[src/rtl/key_debounce_if.sv]
// Key board signal bundle: raw active-low buttons in, conditioned levels and pulses out.
interface key_debounce_if #(
  parameter int KEY_W = 4
);
  logic [KEY_W-1:0] key_in;
  logic [KEY_W-1:0] key_state;
  logic [KEY_W-1:0] key_press;
  logic [KEY_W-1:0] key_release;
  logic [KEY_W-1:0] key_long;

  modport master (
    output key_in,
    input  key_state, key_press, key_release, key_long
  );

  modport slave (
    input  key_in,
    output key_state, key_press, key_release, key_long
  );
endinterface

[src/rtl/key_debounce.sv]
// Multi-key conditioner: 2-flop sync, per-key debounce FSM, press/release/long/repeat pulses.
module key_debounce #(
  parameter int KEY_W      = 4,
  parameter int DEB_CNT    = 20,
  parameter int LONG_CNT   = 100,
  parameter int REPEAT_CNT = 25
) (
  input  logic          clk,
  input  logic          rst,
  key_debounce_if.slave bus
);

  localparam int DW = $clog2(DEB_CNT);
  localparam int HW = $clog2(LONG_CNT);
  localparam int RW = $clog2(REPEAT_CNT);
  localparam logic [DW-1:0] DEB_LAST  = DW'(DEB_CNT - 1);
  localparam logic [HW-1:0] HOLD_LAST = HW'(LONG_CNT - 1);
  localparam logic [RW-1:0] REP_LAST  = RW'(REPEAT_CNT - 1);

  typedef enum logic [1:0] {IDLE, PDEB, HELD, RDEB} state_t;

  logic [KEY_W-1:0] sync1;
  logic [KEY_W-1:0] key_sync;
  logic [KEY_W-1:0] pressed;
  logic [KEY_W-1:0] press_pulse;
  logic [KEY_W-1:0] release_pulse;
  logic [KEY_W-1:0] long_pulse;

  state_t          fsm       [KEY_W];
  logic [DW-1:0]   deb_cnt   [KEY_W];
  logic [HW-1:0]   hold_cnt  [KEY_W];
  logic [RW-1:0]   rep_cnt   [KEY_W];
  logic            long_done [KEY_W];

  always_ff @(posedge clk) begin
    if (rst) begin
      sync1         <= '1;
      key_sync      <= '1;
      pressed       <= '0;
      press_pulse   <= '0;
      release_pulse <= '0;
      long_pulse    <= '0;
      for (int unsigned k = 0; k < KEY_W; k++) begin
        fsm[k]       <= IDLE;
        deb_cnt[k]   <= '0;
        hold_cnt[k]  <= '0;
        rep_cnt[k]   <= '0;
        long_done[k] <= 1'b0;
      end
    end else begin
      sync1         <= bus.key_in;
      key_sync      <= sync1;
      press_pulse   <= '0;
      release_pulse <= '0;
      long_pulse    <= '0;
      for (int unsigned k = 0; k < KEY_W; k++) begin
        case (fsm[k])
          IDLE: begin
            if (!key_sync[k]) begin
              fsm[k]     <= PDEB;
              deb_cnt[k] <= '0;
            end
          end
          PDEB: begin
            if (key_sync[k]) begin
              fsm[k] <= IDLE;
            end else if (deb_cnt[k] == DEB_LAST) begin
              fsm[k]         <= HELD;
              press_pulse[k] <= 1'b1;
              pressed[k]     <= 1'b1;
              hold_cnt[k]    <= '0;
              rep_cnt[k]     <= '0;
              long_done[k]   <= 1'b0;
            end else begin
              deb_cnt[k] <= deb_cnt[k] + 1'b1;
            end
          end
          HELD: begin
            // Leaving for RDEB leaves hold/repeat counters untouched so a
            // release glitch only delays, never restarts, the long timing.
            if (key_sync[k]) begin
              fsm[k]     <= RDEB;
              deb_cnt[k] <= '0;
            end else if (!long_done[k]) begin
              if (hold_cnt[k] == HOLD_LAST) begin
                long_pulse[k] <= 1'b1;
                long_done[k]  <= 1'b1;
                rep_cnt[k]    <= '0;
              end else begin
                hold_cnt[k] <= hold_cnt[k] + 1'b1;
              end
            end else if (rep_cnt[k] == REP_LAST) begin
              long_pulse[k] <= 1'b1;
              rep_cnt[k]    <= '0;
            end else begin
              rep_cnt[k] <= rep_cnt[k] + 1'b1;
            end
          end
          RDEB: begin
            if (!key_sync[k]) begin
              fsm[k] <= HELD;
            end else if (deb_cnt[k] == DEB_LAST) begin
              fsm[k]           <= IDLE;
              release_pulse[k] <= 1'b1;
              pressed[k]       <= 1'b0;
              hold_cnt[k]      <= '0;
              rep_cnt[k]       <= '0;
              long_done[k]     <= 1'b0;
            end else begin
              deb_cnt[k] <= deb_cnt[k] + 1'b1;
            end
          end
          default: fsm[k] <= IDLE;
        endcase
      end
    end
  end

  assign bus.key_state   = pressed;
  assign bus.key_press   = press_pulse;
  assign bus.key_release = release_pulse;
  assign bus.key_long    = long_pulse;

endmodule

[src/flat_wrapper.sv]
// flat-port wrapper written by rule: the top's interface ports become plain ports
module key_debounce_flat 
#(
  parameter int KEY_W      = 4,
  parameter int DEB_CNT    = 20,
  parameter int LONG_CNT   = 100,
  parameter int REPEAT_CNT = 25
)
  (clk, rst, bus_key_in, bus_key_state, bus_key_press, bus_key_release, bus_key_long);
  key_debounce_if #(.KEY_W(KEY_W)) bus_i ();
  input  logic clk;
  input  logic rst;
  input wire logic [$bits(bus_i.key_in)-1:0] bus_key_in;
  output wire logic [$bits(bus_i.key_state)-1:0] bus_key_state;
  output wire logic [$bits(bus_i.key_press)-1:0] bus_key_press;
  output wire logic [$bits(bus_i.key_release)-1:0] bus_key_release;
  output wire logic [$bits(bus_i.key_long)-1:0] bus_key_long;
  assign bus_i.key_in = bus_key_in;
  assign bus_key_state = bus_i.key_state;
  assign bus_key_press = bus_i.key_press;
  assign bus_key_release = bus_i.key_release;
  assign bus_key_long = bus_i.key_long;
  key_debounce #(.KEY_W(KEY_W), .DEB_CNT(DEB_CNT), .LONG_CNT(LONG_CNT), .REPEAT_CNT(REPEAT_CNT)) u_core (.clk(clk), .rst(rst), .bus(bus_i));
endmodule
[config.mk]
export PLATFORM = sky130hd
export DESIGN_NAME = key_debounce_flat
export DESIGN_NICKNAME = d
export VERILOG_FILES = /design/src/rtl/key_debounce_if.sv /design/src/rtl/key_debounce.sv /design/src/flat_wrapper.sv
export SDC_FILE = /design/constraint.sdc
export NUM_CORES = 1
export LEC_CHECK = 0
export BUFFER_PORTS_ARGS = -buffer_cell sky130_fd_sc_hd__buf_2
export CAP_MARGIN = 40
export CELL_PAD_IN_SITES_DETAIL_PLACEMENT = 1
export CELL_PAD_IN_SITES_GLOBAL_PLACEMENT = 1
export CORE_UTILIZATION = 25
export CTS_CLUSTER_SIZE = 16
export DETAILED_ROUTE_END_ITERATION = 16
export GPL_TIMING_DRIVEN = 0
export PLACE_DENSITY = 0.43
export SYNTH_ARGS = -nofsm -noshare
export SYNTH_HDL_FRONTEND = slang
export SYNTH_SLANG_ARGS = --single-unit
[constraint.sdc]
create_clock -name clk -period 3.14 [get_ports clk]
set_input_delay 0.785 -clock clk [delete_from_list [all_inputs] [get_ports clk]]
set_output_delay 0.785 -clock clk [all_outputs]
set_load 0.05 [all_outputs]
==> results.py, run 1 <==
metrics = {
    "layout": {
        "seq_area_um2": 2880,
        "final_cell_mix": "edfxtp_1, nor2_1, inv_1",
        "final_common_cell": "edfxtp_1",
        "area_growth_pct": 14.7,
        "antennaDiodeCount": 0,
        "multi_input_area_um2": 2100,
        "fin_nets": 527,
        "nFillCells": 2302,
        "drive_above_1_share": 0.147,
    },
    "cts": {
        "clockBufferDepth": 2,
        "postCtsSetupBuffers": 0,
        "insertion_delay_ps": 360,
        "path_clk_slew_ps": 70,
        "cts_buffers": 9,
        "cts_tree": "built",
        "cts_root_buffer": "clkbuf_16",
        "post_cts_resized": 0,
        "ctsHoldBuffers": 0,
        "htreeDepth": 3,
        "cts_sinks": 104,
    },
    "global_route": {
        "grt_antenna_before_repair": 0,
        "grt_overflow_total": 0,
        "grt_max_degree": 18,
        "grt_pass1_wl_um": 18700,
        "track_usage": 0.111,
        "grt_pass1_vias": 3683,
    },
    "sta": {
        "hold_viol_final": 0,
        "period_share": 0.784,
        "fin_setup_tns_ps": 0,
        "maxSlewViolCount": 0,
        "setup_viol": 0,
        "timing.final.crit_period_ps": 2460,
        "worstMarginPinSlew_ps": 716,
        "grt_setup_unrepaired": "false",
        "max-slew-margin-rel": 0.516,
        "fmax_mhz": 406,
        "whs_ps": 411,
        "skew_ps": 7.60,
    },
    "worst_setup_path": {
        "critPathCaptureType": "flip-flop",
        "crit_buf_inv": 3,
        "path_cells": "buf_2 > buf_6 > or4b_1 > buf_2 > a311o_4 > nand2_1",
        "cp_slowest_stage_delay_ps": 510,
        "cp.required_ps": 3170,
        "crit_slowest_cell": "or4b_1",
        "crit_top_cell": "buf_2",
        "cp.arrival_ps": 2490,
        "critPathLaunchType": "input pin",
        "crit_fanout": 10,
        "cp_top_family": "simple AND/OR/NAND/NOR gates",
        "path_class": "input pin to flip-flop",
    },
    "detailed_routing": {
        "drt-initial-drc-count": 114,
        "ant_nets": 0,
        "wirelength_um": 11000,
        "drt-vias-per-instance": 4.47,
        "drc_errors": 0,
        "vias": 3489,
        "dr.pass1.iters": 5,
        "wl_per_cell_um": 14.1,
    },
    "place": {
        "dp_hpwl_um": 7760,
        "port_buffers": 21,
        "place_congestion": 0.688,
    },
    "logic_synthesis": {
        "netlist_instances": 473,
        "avgSynthCellArea_um2": 11.0,
        "synth_top_flop_cell": "edfxtp_1",
        "synthArstFlopShare": 0,
        "synth_seq_area_share": 0.553,
        "synth-edff-count": 80,
        "syn-num-nets": 495,
        "netlist_area_um2": 5210,
        "ys_types": 45,
        "yosysWarningCount": 0,
        "ys_ff_latch": 104,
    },
    "floorplan": {
        "io_pins": 22,
        "die_y_um": 146,
        "core_region_area_um2": 20300,
        "initial_core_util": 0.257,
        "num_rows": 52,
        "die-width_um": 146,
        "die-area_um2": 21400,
    },
    "power": {
        "irDropWorstVdd_mv": 0.303,
        "leakage_nw": 2.11,
        "p_per_area_nw_per_um2": 615,
    },
    "flow_run": {
        "maxCapViolCount": 0,
    },
    "min_path": {
        "min_path_type": "flip-flop to flip-flop",
    },
    "status": {
        "outcome": "completed",
    },
}
## cells by family after synthesis
kind of cell / Yosys count / share of synthesized area
DFF: 104 / 0.553
buffers and inverters: 52 / 0.0425
AOI/OAI and AO/OA: 63 / 0.0850
adders and majority gates: 16 / 0.0384
xor gates and xnor gates: 46 / 0.0773
and+or+nand+nor: 192 / 0.203
## stage by stage
stage               power (mW)  utilization  instances  setup WS (ps)  area [um2]
global route              3.89        0.294        780            627        5970
finish                    3.67        0.294        780            678        5970
detailed placement        2.47        0.278        764            260        5650
floorplan                 2.30            -        473            649        5210
global placement          2.44        0.278        764            268        5650
CTS                       3.74        0.294        780            674        5970
## state kept, by name, indices dropped and copies added, names as in the netlist
| name | flops |
|---|---|
| u_core.bus.key_release | 4 |
| u_core.sync1 | 4 |
| u_core.bus.key_press | 4 |
| u_core.key_sync | 4 |
| u_core.hold_cnt | 28 |
| u_core.long_done | 4 |
| u_core.bus.key_long | 4 |
| u_core.rep_cnt | 20 |
| u_core.fsm | 8 |
| u_core.bus.key_state | 4 |
| u_core.deb_cnt | 20 |
## cell usage after synthesis (all sizes together), types with 4 or more instances
cell     instances  area [um2]
o21ai           16        80.1
or4b             4        40.0
nand4b           5        43.8
edfxtp          80        2400
nand4bb          4        45.0
a211oi           6        45.0
ha              16         200
xnor2           16         140
a21oi           16        95.1
buf             10        63.8
nor4b            4        35.0
nand4            4        25.0
a211o            6        52.6
or3             10        62.6
nand2           23        86.3
dfxtp           24         480
or2              9        56.3
nor3            14        70.1
clkbuf          11        41.3
nor4bb           5        50.1
xor2            30         263
a31oi            6        37.5
nand3           30         150
nor2            64         265
a311o            5        70.1
inv             31         116
## worst paths after layout
check                         from                     end  slack [ps]  cells after the start
setup / recovery               rst  u_core.hold_cnt[0][21]         680                      6
hold / removal     u_core.sync1[3]      u_core.key_sync[3]         410                      1
setup reg to reg  u_core.fsm[3][0]  u_core.hold_cnt[0][21]         810                      5
hold reg to reg    u_core.sync1[3]      u_core.key_sync[3]         410                      1
## power breakdown
part	switching (mW)	total (mW)	internal (mW)
clock network	0.541	1.24	0.699
registers	0.117	1.80	1.68
logic	0.394	0.637	0.243
total	1.05	3.67	2.62
## per-layer routing
metal | wire (um) | GRT usage | vias to the layer above
met1 | 5640 | 0.146 | 1696
met4 | 250 | 0.0594 | 0
li1 | - | - | 1758
met3 | 200 | 0.0206 | 11
met2 | 4900 | 0.172 | 24
met5 | 0 | 0 | -
## final cells by class
cell class,count,share of cell area
sequential,104,0.483
multi-input combinational,317,0.352
tap,270,0.0566
clock buffer,9,0.0377
inverter,31,0.0195
timing repair buffer,21,0.0176
buffer,21,0.0176
clock inverter,7,0.0161
Note: power is estimated with default switching activity, not from simulation.
==> run 2, diff against run 1 <==
--- a/config.mk
+++ b/config.mk
@@ -13,7 +13,7 @@
 export CTS_CLUSTER_SIZE = 16
 export DETAILED_ROUTE_END_ITERATION = 16
 export GPL_TIMING_DRIVEN = 0
-export PLACE_DENSITY = 0.43
+export PLACE_DENSITY = 0.44
 export SYNTH_ARGS = -nofsm -noshare
 export SYNTH_HDL_FRONTEND = slang
 export SYNTH_SLANG_ARGS = --single-unit
==> constraint.sdc (replaced) <==
create_clock -name clk -period 2.2 [get_ports clk]
set_input_delay 0.55 -clock clk [delete_from_list [all_inputs] [get_ports clk]]
set_output_delay 0.55 -clock clk [all_outputs]
set_load 0.05 [all_outputs]
==> results.py, run 2 (synthesized netlist as in run 1, its figures left out) <==
metrics = {
    "cts": {
        "path_clk_slew_ps": 70,
        "cts_root_buffer": "clkbuf_16",
        "htreeDepth": 3,
        "cts_tree": "built",
        "clockBufferDepth": 2,
        "cts_sinks": 104,
        "ctsHoldBuffers": 0,
        "insertion_delay_ps": 350,
        "cts_buffers": 9,
    },
    "power": {
        "pwr-share-comb": 0.185,
        "switchingPower_mw": 1.45,
        "pwr-share-clk": 0.298,
        "seq_power_share": 0.517,
        "p_per_area_nw_per_um2": 827,
        "irDropWorstVdd_mv": 0.343,
        "switching_share": 0.293,
        "p_int_mw": 3.51,
        "leakage_nw": 2.11,
        "total_power_mw": 4.96,
    },
    "layout": {
        "regMostFlops": "u_core.hold_cnt",
        "final_cell_mix": "edfxtp_1, nor2_1, inv_1",
        "postLayoutCoreUtil": 0.295,
        "fin_nets": 528,
        "seq_area_um2": 2880,
        "reg_top3": "u_core.hold_cnt: 28 flops, u_core.deb_cnt: 20 flops, u_core.rep_cnt: 20 flops",
        "largest_reg_flops": 28,
        "antennaDiodeCount": 0,
        "nFillCells": 2269,
        "multi_input_area_um2": 2180,
        "final_common_cell": "edfxtp_1",
        "area_growth_pct": 15.2,
        "drive_above_1_share": 0.169,
    },
    "detailed_routing": {
        "vias": 3541,
        "dr.pass1.iters": 4,
        "ant_nets": 0,
        "drc_errors": 0,
        "drt-initial-drc-count": 107,
        "wl_per_cell_um": 14.1,
        "drt-vias-per-instance": 4.54,
        "wirelength_um": 11000,
    },
    "sta": {
        "period_share": 0.963,
        "whs_ps": 404,
        "grt_setup_unrepaired": "true",
        "fmax_mhz": 472,
        "timing.final.crit_period_ps": 2120,
        "setup_viol": 0,
        "worstMarginPinSlew_ps": 581,
        "max-slew-margin-rel": 0.613,
        "hold_viol_final": 0,
        "maxSlewViolCount": 0,
        "skew_ps": 6.99,
    },
    "worst_setup_path": {
        "critPathLaunchType": "input pin",
        "regToRegStartpoint": "u_core.fsm[1][0]",
        "crit_buf_inv": 3,
        "path_class": "input pin to flip-flop",
        "crit_slowest_cell": "or4b_1",
        "crit_top_cell": "buf_2",
        "cp.required_ps": 2240,
        "crit_fanout": 10,
        "critPathCaptureType": "flip-flop",
        "cp.arrival_ps": 2160,
        "worst-path-stages": 6,
        "path_cells": "buf_2 > buf_6 > or4b_1 > buf_2 > a311o_4 > nand2_2",
        "cp-startpoint": "rst",
        "cp_top_family": "simple AND/OR/NAND/NOR gates",
        "worstRegToRegCells": 5,
        "cp_slowest_stage_delay_ps": 490,
    },
    "floorplan": {
        "die-area_um2": 21400,
        "die_y_um": 146,
        "core_region_area_um2": 20300,
        "num_rows": 52,
        "io_pins": 22,
        "initial_core_util": 0.257,
        "die-width_um": 146,
    },
    "flow_run": {
        "maxCapViolCount": 0,
    },
    "place": {
        "dp_hpwl_um": 7800,
        "place_congestion": 0.723,
        "port_buffers": 21,
    },
    "global_route": {
        "grt_max_degree": 16,
        "grt_overflow_total": 0,
        "grt_pass1_wl_um": 18400,
        "grt_antenna_before_repair": 0,
        "grt_pass1_vias": 3571,
        "track_usage": 0.109,
    },
    "status": {
        "outcome": "completed",
    },
    "min_path": {
        "min-delay-start": "bus_key_in[2]",
        "min_path_type": "input pin to flip-flop",
        "holdPathStages": 2,
    },
}
run 2: path summary, 6_finish.rpt:
path / end / slack, ps
max: u_core.hold_cnt[0][3] / 80
min: u_core.sync1[2] / 400
max reg2reg: u_core.hold_cnt[0][10] / 100
min reg2reg: u_core.key_sync[3] / 410
run 2: layout make-up:
type | count | share of cell area
well taps | 270 | 0.0563
plain buffers | 21 | 0.0177
clock inverters | 5 | 0.00417
repair buffers | 22 | 0.0209
clock buffers | 10 | 0.0382
flip-flops and latches | 104 | 0.481
multi-input cells | 317 | 0.363
inverters | 31 | 0.0194
run 2: repair_timing:
item                                    CTS  global route
resized for setup                         4            11
setup buffers                             0             1
endpoints found under the setup margin   19            38
pin swaps                                 1             1
run 2: through the flow:
stage          instances  area, um2  worst slack (ps)  setup TNS, ps
6_report             780       6000              81.7              0
5_1_grt              780       6000             -7.39          -45.7
4_1_cts              779       5930              30.7              0
3_5_place_dp         764       5660              -377         -16830
3_3_place_gp         764       5660              -357         -16120
2_1_floorplan        473       5210              15.3              0
run 2: per-layer routing:
| layer | share of wire | vias to the layer above | track usage |
|---|---|---|---|
| li1 | - | 1762 | - |
| met1 | 0.50 | 1749 | 0.149 |
| met2 | 0.46 | 20 | 0.168 |
| met3 | 0.019 | 10 | 0.0188 |
| met4 | 0.018 | 0 | 0.0500 |
| met5 | 0 | - | 0 |
run 2: power by group through the flow:
stage | combinational (mW) | clock [mW] | sequential (mW)
floorplan | 0.717 | 0 | 2.56
finish | 0.917 | 1.48 | 2.56
global placement | 0.893 | 0 | 2.59
CTS | 0.918 | 1.56 | 2.56
detailed placement | 0.909 | 0 | 2.60
global route | 1.04 | 1.62 | 2.60
==> run 3, diff against run 2 <==
--- a/config.mk
+++ b/config.mk
@@ -7,13 +7,12 @@
 export LEC_CHECK = 0
 export BUFFER_PORTS_ARGS = -buffer_cell sky130_fd_sc_hd__buf_2
 export CAP_MARGIN = 40
-export CELL_PAD_IN_SITES_DETAIL_PLACEMENT = 1
-export CELL_PAD_IN_SITES_GLOBAL_PLACEMENT = 1
 export CORE_UTILIZATION = 25
 export CTS_CLUSTER_SIZE = 16
 export DETAILED_ROUTE_END_ITERATION = 16
 export GPL_TIMING_DRIVEN = 0
-export PLACE_DENSITY = 0.44
+export PLACE_DENSITY = 0.37
+export SLEW_MARGIN = 10
 export SYNTH_ARGS = -nofsm -noshare
 export SYNTH_HDL_FRONTEND = slang
 export SYNTH_SLANG_ARGS = --single-unit
==> results.py, run 3 (synthesized netlist as in run 1, its figures left out) <==
metrics = {
    "layout": {
        "post-route-cell-area_um2": 6000,
        "postLayoutCoreUtil": 0.295,
        "antennaDiodeCount": 0,
        "largest_reg_flops": 28,
        "final_cell_mix": "edfxtp_1, nor2_1, inv_1",
        "regMostFlops": "u_core.hold_cnt",
        "reg_top3": "u_core.hold_cnt: 28 flops, u_core.deb_cnt: 20 flops, u_core.rep_cnt: 20 flops",
        "drive_above_1_share": 0.167,
        "fin_nets": 527,
        "final_common_cell": "edfxtp_1",
        "area_growth_pct": 15.2,
    },
    "sta": {
        "hold_viol_final": 0,
        "period_share": 0.955,
        "max-slew-margin-rel": 0.558,
        "timing.final.crit_period_ps": 2100,
        "grt_setup_unrepaired": "false",
        "setup_viol": 0,
        "worstMarginPinSlew_ps": 660,
        "skew_ps": 12.2,
        "maxSlewViolCount": 0,
        "fmax_mhz": 476,
    },
    "power": {
        "irDropWorstVdd_mv": 0.319,
        "switching_share": 0.289,
        "pwr-share-clk": 0.327,
        "p_int_mw": 3.64,
        "leakage_nw": 2.11,
        "switchingPower_mw": 1.48,
        "pwr-share-comb": 0.174,
        "p_per_area_nw_per_um2": 854,
        "seq_power_share": 0.499,
    },
    "global_route": {
        "grt_pass1_vias": 3415,
        "grt_pass1_wl_um": 17000,
        "grt_max_degree": 19,
        "track_usage": 0.100,
        "grt_use_met1": 0.136,
        "grt_antenna_before_repair": 0,
        "grt_overflow_total": 0,
        "use_met3": 0.0256,
        "grt-busiest-layer": "met2",
        "met2_usage": 0.155,
    },
    "place": {
        "place_congestion": 0.699,
        "place_area_um2": 5660,
        "port_buffers": 21,
        "dp_hpwl_um": 7150,
    },
    "worst_setup_path": {
        "cp.arrival_ps": 2160,
        "crit_fanout": 10,
        "cp.required_ps": 2260,
        "path_class": "flip-flop to flip-flop",
        "critPathLaunchType": "flip-flop",
        "critPathCaptureType": "flip-flop",
    },
    "detailed_routing": {
        "drt-vias-per-instance": 4.41,
        "vias": 3437,
        "ant_nets": 0,
        "drc_errors": 0,
        "wl_per_cell_um": 13.0,
        "wirelength_um": 10100,
        "dr.pass1.iters": 4,
        "drt-initial-drc-count": 180,
    },
    "cts": {
        "path_clk_slew_ps": 70,
        "cts_root_buffer": "clkbuf_16",
        "cts_tree": "built",
        "clockBufferDepth": 2,
        "insertion_delay_ps": 350,
        "cts_buffers": 9,
        "htreeDepth": 3,
        "cts_sinks": 104,
    },
    "floorplan": {
        "num_rows": 52,
        "io_pins": 22,
        "die_y_um": 146,
        "die-area_um2": 21400,
        "die-width_um": 146,
        "core_region_area_um2": 20300,
        "initial_core_util": 0.257,
    },
    "min_path": {
        "min_path_type": "input pin to flip-flop",
    },
    "status": {
        "outcome": "completed",
    },
    "flow_run": {
        "maxCapViolCount": 0,
    },
}
[run 3: changes by cell type in the layout (fill, tap and decap cells not counted), sizes merged]
| cell | previous run | this run |
|---|---|---|
| inv | 31 | 33 |
| clkbuf | 21 | 20 |
| buf | 32 | 31 |
| bufinv | 0 | 1 |
| clkinvlp | 1 | 0 |
[run 3: final timing paths]
path / slack, ps / end / from / cells after the start
min: 380 / u_core.sync1[1] / bus_key_in[1] / 2
max reg2reg: 100 / u_core.hold_cnt[0][25] / u_core.fsm[3][0] / 5
max: 100 / u_core.hold_cnt[0][25] / u_core.fsm[3][0] / 5
min reg2reg: 410 / u_core.key_sync[3] / u_core.sync1[3] / 1
[run 3: final cells by class]
cell class                      instances  area, um2
Clock inverter                          7       78.8
Multi-Input combinational cell        317       2150
Fill cell                            2114      14300
Sequential cell                       104       2880
Tap cell                              270        338
Inverter                               31        116
Clock buffer                            9        225
Buffer                                 21        105
Timing Repair Buffer                   21        105
[run 3: routing by layer]
layer | part of all wire | routed length (um)
met1 | 0.51 | 5160
met5 | 0 | 0
met4 | 0.015 | 152
met2 | 0.45 | 4540
met3 | 0.025 | 250
[run 3: worst max-delay path, stage by stage (launching register included)]
cell	delay (ps)
edfxtp_1	380
buf_6	150
or4b_1	550
buf_2	180
a311o_4	410
nand2_4	140
[run 3: power by group through the flow]
stage | sequential, mW | combinational (mW) | clock (mW)
2_1_floorplan | 2.56 | 0.717 | 0
3_3_place_gp | 2.59 | 0.879 | 0
3_5_place_dp | 2.60 | 0.891 | 0
4_1_cts | 2.56 | 0.899 | 1.73
5_1_grt | 2.59 | 1.01 | 1.83
6_report | 2.56 | 0.891 | 1.67
[run 3: what timing repair did]
| action | in CTS | in global routing |
|---|---|---|
| hold endpoints to repair | 0 | 0 |
| resized for setup | 3 | 6 |
| buffers inserted | 0 | 0 |
| hold buffers | 0 | 0 |
| setup endpoints to repair | 19 | 36 |
| pin swaps | 0 | 1 |
[run 3: through the flow]
stage | TNS (ps) | total power, mW | setup WS, ps | cells | hold slack (ps)
2_1_floorplan | 0 | 3.28 | 15.3 | 473 | 389
3_3_place_gp | -13290 | 3.47 | -324 | 764 | 393
3_5_place_dp | -13110 | 3.49 | -332 | 764 | 393
4_1_cts | 0 | 5.19 | 11.8 | 780 | 374
5_1_grt | 0 | 5.43 | 9.49 | 780 | 380
6_report | 0 | 5.12 | 100 | 780 | 385
